## config.mk

```make
export PLATFORM = sky130hd
export DESIGN_NAME = imem_boot_loader
export DESIGN_NICKNAME = d
export VERILOG_FILES = /design/src/rtl/imem_boot_loader.sv
export SDC_FILE = /design/constraint.sdc
export NUM_CORES = 1
export LEC_CHECK = 0
export CAP_MARGIN = 10
export CORE_MARGIN = 1
export CORE_UTILIZATION = 40
export DETAILED_ROUTE_END_ITERATION = 8
export PLACE_DENSITY = 0.74
export SLEW_MARGIN = 10
export SYNTH_ARGS = -nofsm -noshare
export SYNTH_HDL_FRONTEND = slang
export SYNTH_SLANG_ARGS = --single-unit
```

## constraint.sdc

```tcl
create_clock -name clk -period 2.25 [get_ports clk]
set_clock_uncertainty 0.05 [all_clocks]
set_input_delay 0.3375 -clock clk [delete_from_list [all_inputs] [get_ports clk]]
set_output_delay 0.3375 -clock clk [all_outputs]
set_load 0.01 [all_outputs]
```

## src/rtl/imem_boot_loader.sv

```systemverilog
// Boot loader: streams an image into instruction-memory port B from address 0, waits for the
// fetch pipeline to settle, then releases CPU reset. Optional macro: BOOT_CHECKSUM_EN.
module imem_boot_loader #(
  parameter int ADDR_W      = 10,
  parameter int DATA_W      = 32,
  parameter int RELEASE_DLY = 3
) (
  input  logic              clk,
  input  logic              rst,
  input  logic              start_i,
  input  logic              s_valid_i,
  input  logic [DATA_W-1:0] s_data_i,
  input  logic              s_last_i,
  output logic              s_ready_o,
  output logic [3:0]        im_web_o,
  output logic [ADDR_W-1:0] im_addrb_o,
  output logic [DATA_W-1:0] im_dinb_o,
  output logic              cpu_rst_o,
  output logic              busy_o,
  output logic              done_o,
  output logic              err_o,
  output logic [ADDR_W:0]   word_cnt_o
);

  localparam int DLY_W = (RELEASE_DLY > 1) ? $clog2(RELEASE_DLY) : 1;
  localparam logic [ADDR_W:0] CNT_MAX = {1'b0, {ADDR_W{1'b1}}};

  typedef enum logic [2:0] {IDLE, LOAD, DRAIN, RUN, ERR} state_t;

  state_t              state_reg, state_next;
  logic [DLY_W-1:0]    dly_reg, dly_next;
  logic [ADDR_W:0]     word_cnt_reg;
  logic                s_ready_reg, cpu_rst_reg, busy_reg, done_reg, err_reg;
  logic [3:0]          web_reg;
  logic [ADDR_W-1:0]   addrb_reg;
  logic [DATA_W-1:0]   dinb_reg;

  logic accept, do_write, overflow, start_load;

  assign accept     = s_valid_i & s_ready_reg;
  assign overflow   = accept & ~s_last_i & (word_cnt_reg == CNT_MAX);
  assign start_load = start_i & ((state_reg == IDLE) | (state_reg == RUN) | (state_reg == ERR));

`ifdef BOOT_CHECKSUM_EN
  logic [DATA_W-1:0] sum_reg;
  logic              sum_ok;

  // The checksum beat itself is never written nor summed.
  assign do_write = accept & ~s_last_i;
  assign sum_ok   = (sum_reg == s_data_i);

  always_ff @(posedge clk or negedge rst) begin
    if (!rst) begin
      sum_reg <= '0;
    end else if (start_load) begin
      sum_reg <= '0;
    end else if (do_write) begin
      sum_reg <= sum_reg + s_data_i;
    end
  end
`else
  assign do_write = accept;
`endif

  always_comb begin
    state_next = state_reg;
    dly_next   = dly_reg;
    case (state_reg)
      IDLE, RUN, ERR: begin
        if (start_i) state_next = LOAD;
      end
      LOAD: begin
        if (accept & s_last_i) begin
`ifdef BOOT_CHECKSUM_EN
          state_next = sum_ok ? DRAIN : ERR;
`else
          state_next = DRAIN;
`endif
          // Counting down to zero inclusive gives RELEASE_DLY cycles in DRAIN.
          dly_next = DLY_W'(RELEASE_DLY - 1);
        end else if (overflow) begin
          state_next = ERR;
        end
      end
      DRAIN: begin
        if (dly_reg == '0) state_next = RUN;
        else               dly_next   = dly_reg - 1'b1;
      end
      default: state_next = IDLE;
    endcase
  end

  // Status outputs are decoded from the next state so every output is a flop.
  always_ff @(posedge clk or negedge rst) begin
    if (!rst) begin
      state_reg    <= IDLE;
      dly_reg      <= '0;
      word_cnt_reg <= '0;
      s_ready_reg  <= 1'b0;
      cpu_rst_reg  <= 1'b1;
      busy_reg     <= 1'b0;
      done_reg     <= 1'b0;
      err_reg      <= 1'b0;
      web_reg      <= 4'h0;
      addrb_reg    <= '0;
      dinb_reg     <= '0;
    end else begin
      state_reg   <= state_next;
      dly_reg     <= dly_next;
      s_ready_reg <= (state_next == LOAD);
      cpu_rst_reg <= (state_next != RUN);
      busy_reg    <= (state_next == LOAD) || (state_next == DRAIN);
      done_reg    <= (state_next == RUN);
      err_reg     <= (state_next == ERR);
      web_reg     <= do_write ? 4'hF : 4'h0;
      if (do_write) begin
        addrb_reg    <= word_cnt_reg[ADDR_W-1:0];
        dinb_reg     <= s_data_i;
        word_cnt_reg <= word_cnt_reg + 1'b1;
      end else if (start_load) begin
        word_cnt_reg <= '0;
      end
    end
  end

  assign s_ready_o  = s_ready_reg;
  assign im_web_o   = web_reg;
  assign im_addrb_o = addrb_reg;
  assign im_dinb_o  = dinb_reg;
  assign cpu_rst_o  = cpu_rst_reg;
  assign busy_o     = busy_reg;
  assign done_o     = done_reg;
  assign err_o      = err_reg;
  assign word_cnt_o = word_cnt_reg;

endmodule

```

### Yosys cells after proc, flatten, opt, wreduce, memory -nomap -nowiden

Cells that the tools add are included.

* reduce and logical (&&, ||, !) cells: 7
* eq/ne operators: 12
* mux-type cells: 11
* bitwise gates (word level): 8
* add/subtract/negate cells: 2

Operators with widths (count)
* $mux 11: 2
* $eq 3x2->1 const B: 4
* $mux 3: 4
* $add 11x1->11 const B: 1
* $eq 11x10->1 const B: 1
* $pmux 3 s3: 1
* $eq 3x1->1 const B: 2
* $eq 3x3->1 const B: 2
* $and 1x1->1: 5
* $mux 2: 2
* $mux 4: 1
* $ne 2x2->1 const B: 2
* $pmux 2 s2: 1
* $reduce_bool 2->1: 2
* $logic_not 3->1: 1
* $ne 3x2->1 const B: 1
* $reduce_and 3->1: 1
* $reduce_or 3->1: 1
* $logic_not 2->1: 1
* $or 1x1->1: 2
* $sub 2x1->2 const B: 1
* $logic_or 1x1->1: 1
* $not 1->1: 1

* output and inout port bits: 62
* bits in registers: 67
* word-level logic and storage cells: 51

### Longest topological paths before layout

Gate-level depths: netlist of the first run.

* word-level depth: 8
* depth in mapped cells: 6
* mapped depth without buffers: 6

### Worst setup path before layout of the first run

Ideal clock, no wire load.

* path type: register to register
* from: register word_cnt_reg[0] (netlist: word_cnt_o[0])
* to: register busy_reg (netlist: busy_o)
* setup slack: 493 ps
* buffers on the path: 0
* stages on the path, launching flop included: 6
* data arrival time: 1581 ps
* clock period less this slack: 1757 ps
* cells stage by stage: dfrtp_1 ha_1 nand3_4 or4_4 a21boi_2 a21oi_1

* cells in the longest elaborated chain, start to end: 7
* elaborated cells on any way between the ends: 8

Ends and longest elaborated chain
* start: declaration: line 32 `logic [ADDR_W:0] word_cnt_reg;`
* start signal: assignment: line 119 `word_cnt_reg <= word_cnt_reg + 1'b1;`
* $eq 11x10->1 *: line 41 `assign overflow = accept & ~s_last_i & (word_cnt_reg == CNT_MAX);`
* $and 1x1->1 *: line 41
* $mux 3 *: line 81 `end else if (overflow) begin`
* $mux 3 *: line 73 `if (accept & s_last_i) begin`
* $pmux 3 s3 *: line 68 `case (state_reg)`
* $eq 3x1->1 or $eq 3x2->1 (tied branches): line 112 `busy_reg <= (state_next == LOAD) || (state_next == DRAIN);`
* $logic_or 1x1->1 *: line 112
* end signal: assignment: line 112
* end: declaration: line 33 `logic s_ready_reg, cpu_rst_reg, busy_reg, done_reg, err_reg;`

Every way passes the cells marked *; elsewhere a longest branch is shown, timed or not.
A chain may end at the register's enable or synchronous reset.

### Worst setup path in the final report of the first run

Same ends and word-level chain as after synthesis.

==> results of run 1 <==
==> per-stage QoR <==
stage | instances | hold slack (ns) | setup WS, ns | cell area, um^2 | util
after floorplan | 297 | -0.008091 | 0.4929 | 2718 | -
after global placement | 463 | 0.2323 | 0.3471 | 3795 | 0.5876
after detailed placement | 463 | 0.2406 | 0.2969 | 3795 | 0.5876
after CTS | 480 | 0.4117 | 0.3857 | 4004 | 0.6199
after global routing | 480 | 0.4398 | 0.2864 | 4004 | 0.6199
final | 480 | 0.4142 | 0.3862 | 4004 | 0.6199
==> cell type report <==
class,instances,area [um^2],area share
Sequential cell,64,1603,0.4003
Clock buffer,13,158.9,0.03969
Inverter,8,30.03,0.007500
Timing Repair Buffer,106,1064,0.2656
Tap cell,77,96.34,0.02406
Multi-Input combinational cell,209,1012,0.2528
Clock inverter,3,40.04,0.01000
==> synth_stat cells, types with 2 or more instances <==
cell,n
buf_4,3
o21ai_0,4
a31oi_1,4
a22o_1,2
clkbuf_1,7
nor3_1,6
buf_1,3
nand2_1,133
dfrtp_1,63
nand3_1,6
inv_1,8
mux2i_1,2
buf_2,3
nor2_1,15
ha_1,2
a21oi_1,7
and3_1,3
==> where the power goes <==
group / total (mW) / switching [mW] / internal (mW) / leakage [nW]
combinational: 1.91 / 0.884 / 1.02 / 1.00
sequential: 1.82 / 0.274 / 1.55 / 0.817
clock: 0.976 / 0.406 / 0.569 / 0.103
total: 4.71 / 1.56 / 3.14 / 1.92
==> path summary, 6_finish.rpt <==
path                                      startpoint                   endpoint  slack [ns]  depth (start not counted)
max in group asynchronous                        rst  word_cnt_o[6]$_DFFE_PN0P_        1.18                          3
min                                              rst   im_dinb_o[9]$_DFFE_PN0N_        0.41                          2
max reg2reg                word_cnt_o[0]$_DFFE_PN0P_           busy_o$_DFF_PN0_        0.39                          5
min reg2reg                im_addrb_o[8]$_DFFE_PN0N_  im_addrb_o[8]$_DFFE_PN0N_        0.42                          2
max                        word_cnt_o[0]$_DFFE_PN0P_           busy_o$_DFF_PN0_        0.39                          5
min in group clk           im_addrb_o[8]$_DFFE_PN0N_  im_addrb_o[8]$_DFFE_PN0N_        0.42                          2
==> critical path, stage by stage (launching register included) <==
cell      delay (ns)
dfrtp_1         0.46
ha_1            0.27
nand3_4         0.13
or4_4           0.56
a21boi_2        0.18
a21oi_1         0.08
==> metal layers <==
| layer | global-route usage | part of all wire | up-vias |
|---|---|---|---|
| met3 | 0.04523 | 0.070 | 10 |
| met5 | 0 | 0 | - |
| li1 | - | - | 1165 |
| met4 | 0.09245 | 0.019 | 0 |
| met2 | 0.3107 | 0.48 | 84 |
| met1 | 0.2445 | 0.44 | 1113 |
==> cell families (layout without fill, tap and decap cells) <==
| group | count (synthesis) | count (layout) |
|---|---|---|
| mux | 2 | 2 |
| compound gates | 30 | 30 |
| buf+inv | 24 | 130 |
| flops | 64 | 64 |
| fa+ha+maj | 2 | 2 |
| xor+xnor | 1 | 1 |
| simple gates | 174 | 174 |
==> results.txt, run 1 <==
* Power density over the cells: 1176 mW/mm^2
- The first detailed-routing pass ran for 6 iterations.
- Height of the chip: 84.43 um
- Number of buffers inserted by port buffering: 98
- Vias in the first global route: 2337
- Final #Nets: 437
- Summed over all cells, the static leakage comes to between 1.5 and 2 nW.
- Hold_buf cts: 1
- Sinks on the clock net: between 60 and 70
- Yosys mapped a number of flops with a built-in enable equal to 0.
- Diode count: 0
- The synthesized design spends more area on one cell type than any other, namely dfrtp_1.
* Ranking of synthesized cells by area: dfrtp_1, nand2_1, nor2_1, a21oi_1, nand3_1
- Critical path launch point type: register
* Main combinational cell family by area after synthesis: simple AND/OR/NAND/NOR gates
- Largest net degree at the start of global routing: 35
- At the end of routability-driven placement, the weighted congestion stood at 0.9243.
- During I/O placement, the number of pins put on the boundary was 99.
- Post-synthesis to final-layout area growth: 47.33%
- Core Region: 0.006459 mm^2
- Wire length per cell after detailed routing: 13.19 um
- Clock-pin slew of the registers on the worst-case setup and hold paths: roughly 0.070 ns
* Most used cells in the layout excluding fill and tap cells: nand2_1, clkdlybuf4s50_1, dfrtp_1, nor2_1, clkbuf_8
* Worst-case clock buffer depth: 2
* Violated checks: DRC
* Top achievable clock speed: ~540 MHz
- Mean instance size in the synthesized netlist: 9.150 um^2
- The count of pins over their slew limit was 0.
* Max H-tree Level: 3
* Final period demand of the worst path: 1.864 ns
- In the final layout, the share of cells above drive strength 1 is 0.07444.
- Vias per cell: 4.942
- The floorplan has 29 rows.
- The share of the synthesized area in compound gates (AO/OA/AOI/OAI) is 0.08149.
- Final Cycle Share: 0.8284
- The worst setup path is captured at a register.
* Proportion of netlist area held by the largest area contributor: 0.5801
- Of the total synthesized cell area, the portion taken by full adders, half adders and majority gates is 0.009208.
* CTS tree: yes
- Data on the critical path is required at its endpoint by 2.40 ns.
* Total global routing track utilization: 0.1918
* Residual DRC: 10
* Routed vias: 2372
* Count of cells resized by post-cts repair: 0
* Wire length of the first global-routing pass: 10.70 mm
* Total Die Area: just over 0.007 mm^2
- Of the total synthesized cell area, the portion taken by AND, OR, NAND and NOR gates is 0.2703.
* Unrepaired setup endpoints after global routing: no
- Measured against the total synthesized area, the mux share comes to 0.007366.
* Count of cell types in the netlist: 43
- The root buffer cell chosen for the clock tree is clkbuf_8.
* Instance count of the mapped netlist: between 200 and 300
- Number of flip-flops in the largest register: 32
* Max-cap violations: 0
* Final Hold Violating Endpoints: 0
- Headroom to the max-slew limit came out at 0.6901.
* Largest fanout on the critical path: 7
- The run finished, with violations left.
* Post-synthesis cell area: 0.002718 mm^2
- Number of clock buffers inserted by TritonCTS: 9
* Post-synth ARST share: 1.000
- At the pin with the least slew margin, the transition time is roughly 0.46 ns.
- After global routing the overflow that remains totals 0.
- Leaving out fill and tap cells, the most frequent cell in the layout is nand2_1.
- Post-Syn Nets: roughly 340
- The HPWL after detailed placement is approximately 4.7 mm.
* Number of synthesized register bits: 64
- After layout, the design draws a total of 4.707 mW.
- Synthesized-area fraction occupied by xor and xnor cells: 0.003223
- Setup total negative slack: 0 ns
* Final setup fails: 0
* Drt first-iter violations: roughly 120
- Antenna Violating Nets Remaining: 0
- Source-to-sink clock delay at the later pin of the worst-skew pair: between 0.3 and 0.4 ns
- In this run the horizontal extent of the chip is about 84 um.
- Total wirelength of the detailed-routed design: ~6.3 mm
* Initial Util: 0.4208
* Hold Path Class: in2async
- Maximum vdd drop: about 0.0006 V
* Filler instances: approximately 580
- For this run, the register share of the synthesized area comes to 0.5898.
- For this run, the leading register cell type out of synthesis is dfrtp_1.
- Data on the critical path arrives at its endpoint at between 2 and 2.5 ns.
- Initial antenna violation count: 0
- CP Class: reg2reg
* Syn. warnings: 0
- Post-CTS timing repair inserted 0 buffers for setup.
Power figures use the tool's default switching activity.
==> inputs of run 2 (changes only) <==
--- a/config.mk
+++ b/config.mk
@@ -9,7 +9,7 @@
 export CORE_MARGIN = 1
 export CORE_UTILIZATION = 40
 export DETAILED_ROUTE_END_ITERATION = 8
-export PLACE_DENSITY = 0.74
+export PLACE_DENSITY = 0.77
 export SLEW_MARGIN = 10
 export SYNTH_ARGS = -nofsm -noshare
 export SYNTH_HDL_FRONTEND = slang
==> constraint.sdc (replaced) <==
create_clock -name clk -period 1.5 [get_ports clk]
set_clock_uncertainty 0.05 [all_clocks]
set_input_delay 0.225 -clock clk [delete_from_list [all_inputs] [get_ports clk]]
set_output_delay 0.225 -clock clk [all_outputs]
set_load 0.01 [all_outputs]
==> run 2 against run 1 <==
  * The run ends with DRC, setup timing left
  * Critical path type unchanged
  * Sequential share of layout area decreased by 3.7 points
  * Wire length grew 11%
  * Hold slack got worse by 0.091 ns
  * Via count grew 9.6%
  * Global-route usage rose by 2.0 points
  * Clock-buffer cell count fell by 1
  * Flip-flop and latch count unchanged
  * Worst setup slack worse by 0.47 ns
==> results.txt, run 2 (same netlist as run 1, synthesis figures left out) <==
- Cell chosen for the clock root: clkbuf_8 (unchanged)
- The layout-stage area growth over the synthesis result came to 62.89% (was 47.33%).
* Source-to-sink clock delay at the later pin of the worst-skew pair: 0.33 ns (about the same)
- Final setup fails: 3 (was 0)
* Maximum vdd drop: 0.001065 V (was 0.0005889 V)
* Vias in the first global route: 2583 (was 2337)
- The pin count of the biggest net entering global routing came to 26 (was 35).
- The number of antenna violations at the first check in global routing was 0 (unchanged).
- Violated checks: DRC, setup timing (was DRC)
- Reg2reg start: word_cnt_o[4]$_DFFE_PN0P_ (was word_cnt_o[0]$_DFFE_PN0P_)
- The startpoint class of the critical path is a register (unchanged).
- Worst R2R End: busy_o$_DFF_PN0_ (unchanged)
* Number of cells on the worst reg-to-reg path: 5 (unchanged)
- Run status: finished, violations left (unchanged)
- The initial cell density of the core is 0.4208 (unchanged).
* Core Region: 0.006459 mm^2 (unchanged)
* Hold Path Class: in2async (unchanged)
- The minimum clock period is 1.584 ns (was 1.864 ns).
- Critical path data required time: 1.67 ns (was 2.40 ns)
- Wire length of the first global-routing pass: 11.81 mm (was 10.70 mm)
* Worst-case clock buffer depth: 2 (unchanged)
* 1st-pass router iterations: 7 (was 6)
- Final #Nets: 481 (was 437)
* Final Hold Violating Endpoints: 0 (unchanged)
- Sinks on the clock net: 64 (unchanged)
- Arrival @ worst endpoint: 1.75 ns (was 2.02 ns)
- The die footprint came to 0.007128 mm^2 (unchanged).
* Most used cells in the layout excluding fill and tap cells: nand2_1, dfrtp_1, dlygate4sd2_1, buf_4, clkdlybuf4s50_1 (was nand2_1, clkdlybuf4s50_1, dfrtp_1, nor2_1, clkbuf_8)
- The CTS tree was yes (unchanged).
- Drt first-iter violations: 122 (was 121)
- Congestion Overflow GR: 0 (unchanged)
- The routed via count came to 2599 (was 2372).
- Top-level I/O count: 99 (unchanged)
- The detail-routed via count per cell is 4.960 (was 4.942).
- The count of pins over their slew limit came to 0 (unchanged).
- Max-cap violations: 0 (unchanged)
- The power per standard cell area was 1685 mW/mm^2 (was 1176 mW/mm^2).
* Antenna Violating Nets Remaining: 0 (unchanged)
- Width of the chip: 84.43 um (unchanged)
* Cell leakage power: 2.407 nW (was 1.924 nW)
- The number of buffers added on ports was 98 (unchanged).
- The post-route clock period utilization came to 1.056 (was 0.8284).
- Residual DRC: 11 (was 10)
* Total wirelength of the detailed-routed design: 7.026 mm (was 6.331 mm)
- Worst-Margin Slew: 0.4474 ns (was 0.4618 ns)
- Weighted congestion at the end of routability-driven global placement: 0.8436 (was 0.9243)
- Number of flip-flops in the largest register: 32 (unchanged)
- Total global routing track utilization: 0.2118 (was 0.1918)
- The setup slack after placement came to -0.3477 ns (was 0.2969 ns).
* Worst slew slack as a fraction of its limit: 0.7018 (was 0.6901)
- Diode count: 0 (unchanged)
- Wire length per cell after detailed routing: 13.41 um (was 13.19 um)
* Max H-tree Level: 3 (unchanged)
* Clock-pin slew of the registers on the worst-case setup and hold paths: 0.07 ns (about the same)
* CP Class: reg2reg (unchanged)
- The most frequent standard cell in the layout excluding fill and tap cells is nand2_1 (unchanged).
- The share of post-route cells with drive strength above 1 came to 0.2058 (was 0.07444).
- The post-DP HPWL came to 5.004 mm (was 4.673 mm).
- The post-route worst setup slack was -0.08375 ns (was 0.3862 ns).
- The peak clock frequency supported by timing is 631.4 MHz (was 536.5 MHz).
- Setup crit end kind: register (unchanged)
* Height of the chip: 84.43 um (unchanged)
- Unrepaired setup endpoints after global routing: yes (was no)
* Rows: 29 (unchanged)
- Number of clock buffers inserted by TritonCTS: 9 (unchanged)
- The largest fanout of any net on the critical path is 3 (was 7).
- Hold slack: 0.3230 ns (was 0.4142 ns)
* Setup slack, reg-to-reg: -0.08 ns (was 0.39 ns)
==> run 2: metal layers <==
metal,wire length (um),track usage,part of all wire,vias to the layer above
li1,-,-,-,1254
met1,3018,0.2728,0.43,1241
met2,3376,0.3584,0.48,92
met3,517,0.04326,0.074,12
met4,114,0.07396,0.016,0
met5,0,0,0,-
==> run 2: repair_timing <==
item,4_1_cts,5_1_grt
pin swaps,3,2
setup buffers,5,4
gates resized for setup,59,26
hold endpoints to repair,15,0
hold buffers,1,0
endpoints found under the setup margin,58,24
==> run 2: worst max-delay path by stage <==
stage / slack [ns] / cells past startpoint / from / to
3_3_place_gp: -0.27 / 5 / s_valid_i / busy_o$_DFF_PN0_
6_report: -0.08 / 5 / word_cnt_o[4]$_DFFE_PN0P_ / busy_o$_DFF_PN0_
3_5_place_dp: -0.35 / 5 / s_last_i / busy_o$_DFF_PN0_
5_1_grt: -0.11 / 5 / word_cnt_o[4]$_DFFE_PN0P_ / busy_o$_DFF_PN0_
4_1_cts: -0.04 / 5 / word_cnt_o[4]$_DFFE_PN0P_ / busy_o$_DFF_PN0_
2_1_floorplan: -0.07 / 5 / word_cnt_o[5]$_DFFE_PN0P_ / busy_o$_DFF_PN0_
==> run 2: critical path, cell delays in order, from the launching register on <==
cell and delay (ns):
dfrtp_1 0.36, buf_6 0.11, nand4_1 0.12, or4_4 0.58
a21boi_4 0.16, a21oi_1 0.08
==> run 2: layout make-up <==
class / count / area, um^2
fillers: 566 / 2032
inverters: 8 / 33.78
multi-input cells: 209 / 1075
clock buffers: 12 / 165.2
well taps: 77 / 96.34
clock inverters: 4 / 75.07
flip-flops and latches: 64 / 1609
repair buffers: 150 / 1373
==> run 2: metrics by stage <==
| stage | setup TNS (ns) | util | cell area, um^2 | total power [mW] | cells |
|---|---|---|---|---|---|
| global route | -0.4048 | 0.6854 | 4427 | 8.018 | 524 |
| CTS | -0.04083 | 0.6697 | 4325 | 7.460 | 520 |
| finish | -0.1678 | 0.6854 | 4427 | 7.460 | 524 |
| floorplan | -0.1599 | - | 2743 | 4.102 | 297 |
| global placement | -9.057 | 0.6325 | 4085 | 5.859 | 498 |
| detailed placement | -11.25 | 0.6325 | 4085 | 5.986 | 498 |
==> run 2: power by group <==
group | internal (mW) | switching (mW) | total [mW]
registers | 2.33 | 0.323 | 2.66
clock network | 1.07 | 0.664 | 1.74
logic | 1.53 | 1.54 | 3.07
total | 4.93 | 2.53 | 7.46
==> inputs of run 3 (changes only) <==
--- a/config.mk
+++ b/config.mk
@@ -9,7 +9,7 @@
 export CORE_MARGIN = 1
 export CORE_UTILIZATION = 40
 export DETAILED_ROUTE_END_ITERATION = 8
-export PLACE_DENSITY = 0.77
+export PLACE_DENSITY = 0.74
 export SLEW_MARGIN = 10
 export SYNTH_ARGS = -nofsm -noshare
 export SYNTH_HDL_FRONTEND = slang
==> constraint.sdc (replaced) <==
create_clock -name clk -period 2 [get_ports clk]
set_clock_uncertainty 0.05 [all_clocks]
set_input_delay 0.3 -clock clk [delete_from_list [all_inputs] [get_ports clk]]
set_output_delay 0.3 -clock clk [all_outputs]
set_load 0.01 [all_outputs]
==> run 3 against run 2 <==
  * The flow finishes with violations (DRC)
  * Highest routed layer unchanged
  * Core utilization shrank 7.2 points
  * Clock power shrank 47%
  * Sequential power shrank 24%
  * Total power shrank 31%
  * Critical endpoint is now word_cnt_o[5]
==> results.txt, run 3 (same netlist as run 1, synthesis figures left out) <==
* Routed vias: 2360 (was 2599)
- Worst-Margin Slew: 0.4624 ns (was 0.4474 ns)
- The sum of internal, switching and leakage power was 5.138 mW (was 7.460 mW).
- The data arrival time of the critical path came to 1.48 ns (was 1.75 ns).
- Total global routing track utilization: 0.1964 (was 0.2118)
- Source-to-sink clock delay at the later pin of the worst-skew pair: 0.33 ns (about the same)
- The die width is 84.43 um (unchanged).
- The final net count came to 440 (was 481).
- CTS tree: yes (unchanged)
* Number of buffers inserted by port buffering: 98 (unchanged)
- The total area of multi-input combinational cells came to 0.001012 mm^2 (was 0.001075 mm^2).
- Initial Util: 0.4208 (unchanged)
* Power density over the cells: 1297 mW/mm^2 (was 1685 mW/mm^2)
- Largest net degree at the start of global routing: 38 (was 26)
* Highest-delay cell along the critical path: clkdlybuf4s50_1 (was or4_4)
- Vias per cell: 4.906 (was 4.960)
- Worst path cell trace: clkdlybuf4s50_1 (was buf_6, nand4_1, or4_4, a21boi_4, a21oi_1)
- The weighted congestion at the end of routability-driven global placement was 0.8719 (was 0.8436).
- The floorplan core area came to 0.006459 mm^2 (unchanged).
- Max layer used: met4 (unchanged)
* Met3 layer wire length in the routed design: 387 um (was 517 um)
- The count of maximum capacitance violations came to 0 (unchanged).
- Storage cell area: 0.001603 mm^2 (was 0.001609 mm^2)
- Total wirelength of the detailed-routed design: 6.390 mm (was 7.026 mm)
- Drt first-iter violations: 123 (was 122)
- Static timing analysis puts the maximum clock frequency at 545.5 MHz.
* Height of the chip: 84.43 um (unchanged)
* Worst slew slack as a fraction of its limit: 0.6918 (was 0.7018)
- The delay of the slowest critical-path stage is 0.61 ns (was 0.58 ns).
- The clock period could shrink to 1.833 ns.
- Ratio of cells with drive above 1 in the final layout: 0.08168 (was 0.2058)
- The number of inserted filler cells in the final layout came to 582 (was 566).
* 1st-pass router iterations: 9 (was 7)
* Most used cells in the layout excluding fill and tap cells: nand2_1, clkdlybuf4s50_1, dfrtp_1, nor2_1 (was nand2_1, dfrtp_1, dlygate4sd2_1, buf_4, clkdlybuf4s50_1)
- Final Cycle Share: 0.9167
- Violated checks: DRC (was DRC, setup timing)
- The layout-stage area growth over the synthesis result is 45.81% (was 62.89%).
- The largest fanout of any net on the critical path was 9 (was 3).
* Rows: 29 (unchanged)
- The final number of setup-violating endpoints came to 0 (was 3).
- The final number of hold-violating endpoints came to 0 (unchanged).
- Initial antenna violation count: 0 (unchanged)
- The number of buffers created by CTS was 9 (unchanged).
* Unrepaired setup endpoints after global routing: no (was yes)
* Hold Path Class: in2async (unchanged)
* Wire length per cell after detailed routing: 13.28 um (was 13.41 um)
- The buffers plus inverters on the worst setup path was 1 (unchanged).
- The most frequent standard cell in the layout excluding fill and tap cells was nand2_1 (unchanged).
- The remaining number of nets flagged by the antenna check after routing is 0 (unchanged).
* Worst path top cell family by delay: buffers and inverters (was simple AND/OR/NAND/NOR gates)
* Number of flip-flops in the largest register: 32 (unchanged)
- Setup total negative slack: 0 ns (was -0.1678 ns)
- The final global-route overflow total was 0 (unchanged).
* Count of cells resized by post-cts repair: 0 (was 59)
- Final Max Tran Viols: 0 (unchanged)
* Dpl cells: 466 (was 498)
* Setup crit end kind: output pin (was register)
- The antenna diode count was 0 (unchanged).
- Vias in the first global route: 2316 (was 2583)
- The leakage power is 1.912 nW (was 2.407 nW).
- Wire length of the first global-routing pass: 11.10 mm (was 11.81 mm)
- Residual DRC: 9 (was 11)
* Wire length on met1: 2.903 mm (was 3.018 mm)
- The sum of met2 wire segment lengths after detailed routing came to 2.979 mm (was 3.376 mm).
- The depth of the CTS H-tree was 3 (unchanged).
* Worst-case clock buffer depth: 2 (unchanged)
- The die footprint came to 0.007128 mm^2 (unchanged).
- Critical path data required time: 1.65 ns (was 1.67 ns)
* Sinks on the clock net: 64 (unchanged)
- The startpoint class of the critical path is a register (unchanged).
- The clock slew at the register clock pins of the worst setup and hold paths is 0.06 ns (was 0.07 ns).
- The post-DP HPWL came to 4.588 mm (was 5.004 mm).
- The root buffer cell is clkbuf_8 (unchanged).
* Maximum vdd drop: 0.0008040 V (was 0.001065 V)
- The non-filler instance count after layout came to 481 (was 524).
* Run status: finished, violations left (unchanged)
* CP Class: reg2out (was reg2reg)
- Top-level I/O count: 99 (unchanged)
-- run 3: final cells by class --
type | instances | share of cell area
clock buffers | 10 | 0.03473
clock inverters | 4 | 0.005684
inverters | 8 | 0.007578
multi-input cells | 209 | 0.2554
flip-flops and latches | 64 | 0.4045
well taps | 77 | 0.02431
repair buffers | 109 | 0.2678
-- run 3: power breakdown --
group,internal (mW),switching (mW)
Sequential,1.74,0.289
Clock,0.462,0.463
Combinational,1.16,1.02
-- run 3: metal layers --
metal / vias to the layer above / global-route usage
met4: 0 / 0.08475
met2: 77 / 0.3033
met5: - / 0
met1: 1105 / 0.2646
met3: 13 / 0.05015
li1: 1165 / -
-- run 3: repair_timing --
item,CTS,global route
buffers inserted,0,0
hold buffers,1,0
endpoints found under the hold margin,27,0
-- run 3: worst paths after layout --
check	slack (ns)	endpoint	depth (start not counted)	startpoint
max	0.17	word_cnt_o[5]	1	word_cnt_o[5]$_DFFE_PN0P_
min in group clk	0.42	im_addrb_o[5]$_DFFE_PN0N_	2	im_addrb_o[5]$_DFFE_PN0N_
max reg2reg	0.24	busy_o$_DFF_PN0_	5	word_cnt_o[0]$_DFFE_PN0P_
min reg2reg	0.42	im_addrb_o[5]$_DFFE_PN0N_	2	im_addrb_o[5]$_DFFE_PN0N_
min	0.24	im_dinb_o[12]$_DFFE_PN0N_	2	rst
max in group asynchronous	0.98	cpu_rst_o$_DFF_PN1_	3	rst
-- run 3: per-stage QoR --
step                utilization  setup slack, ns  hold slack, ns  cell area, um^2
floorplan                     -           0.2429        -0.04559             2718
global placement         0.5872           0.1350         0.06385             3792
detailed placement       0.5872          0.08094         0.06464             3792
CTS                      0.6135           0.1616          0.2372             3963
global route             0.6135           0.1297          0.2492             3963
finish                   0.6135           0.1667          0.2448             3963
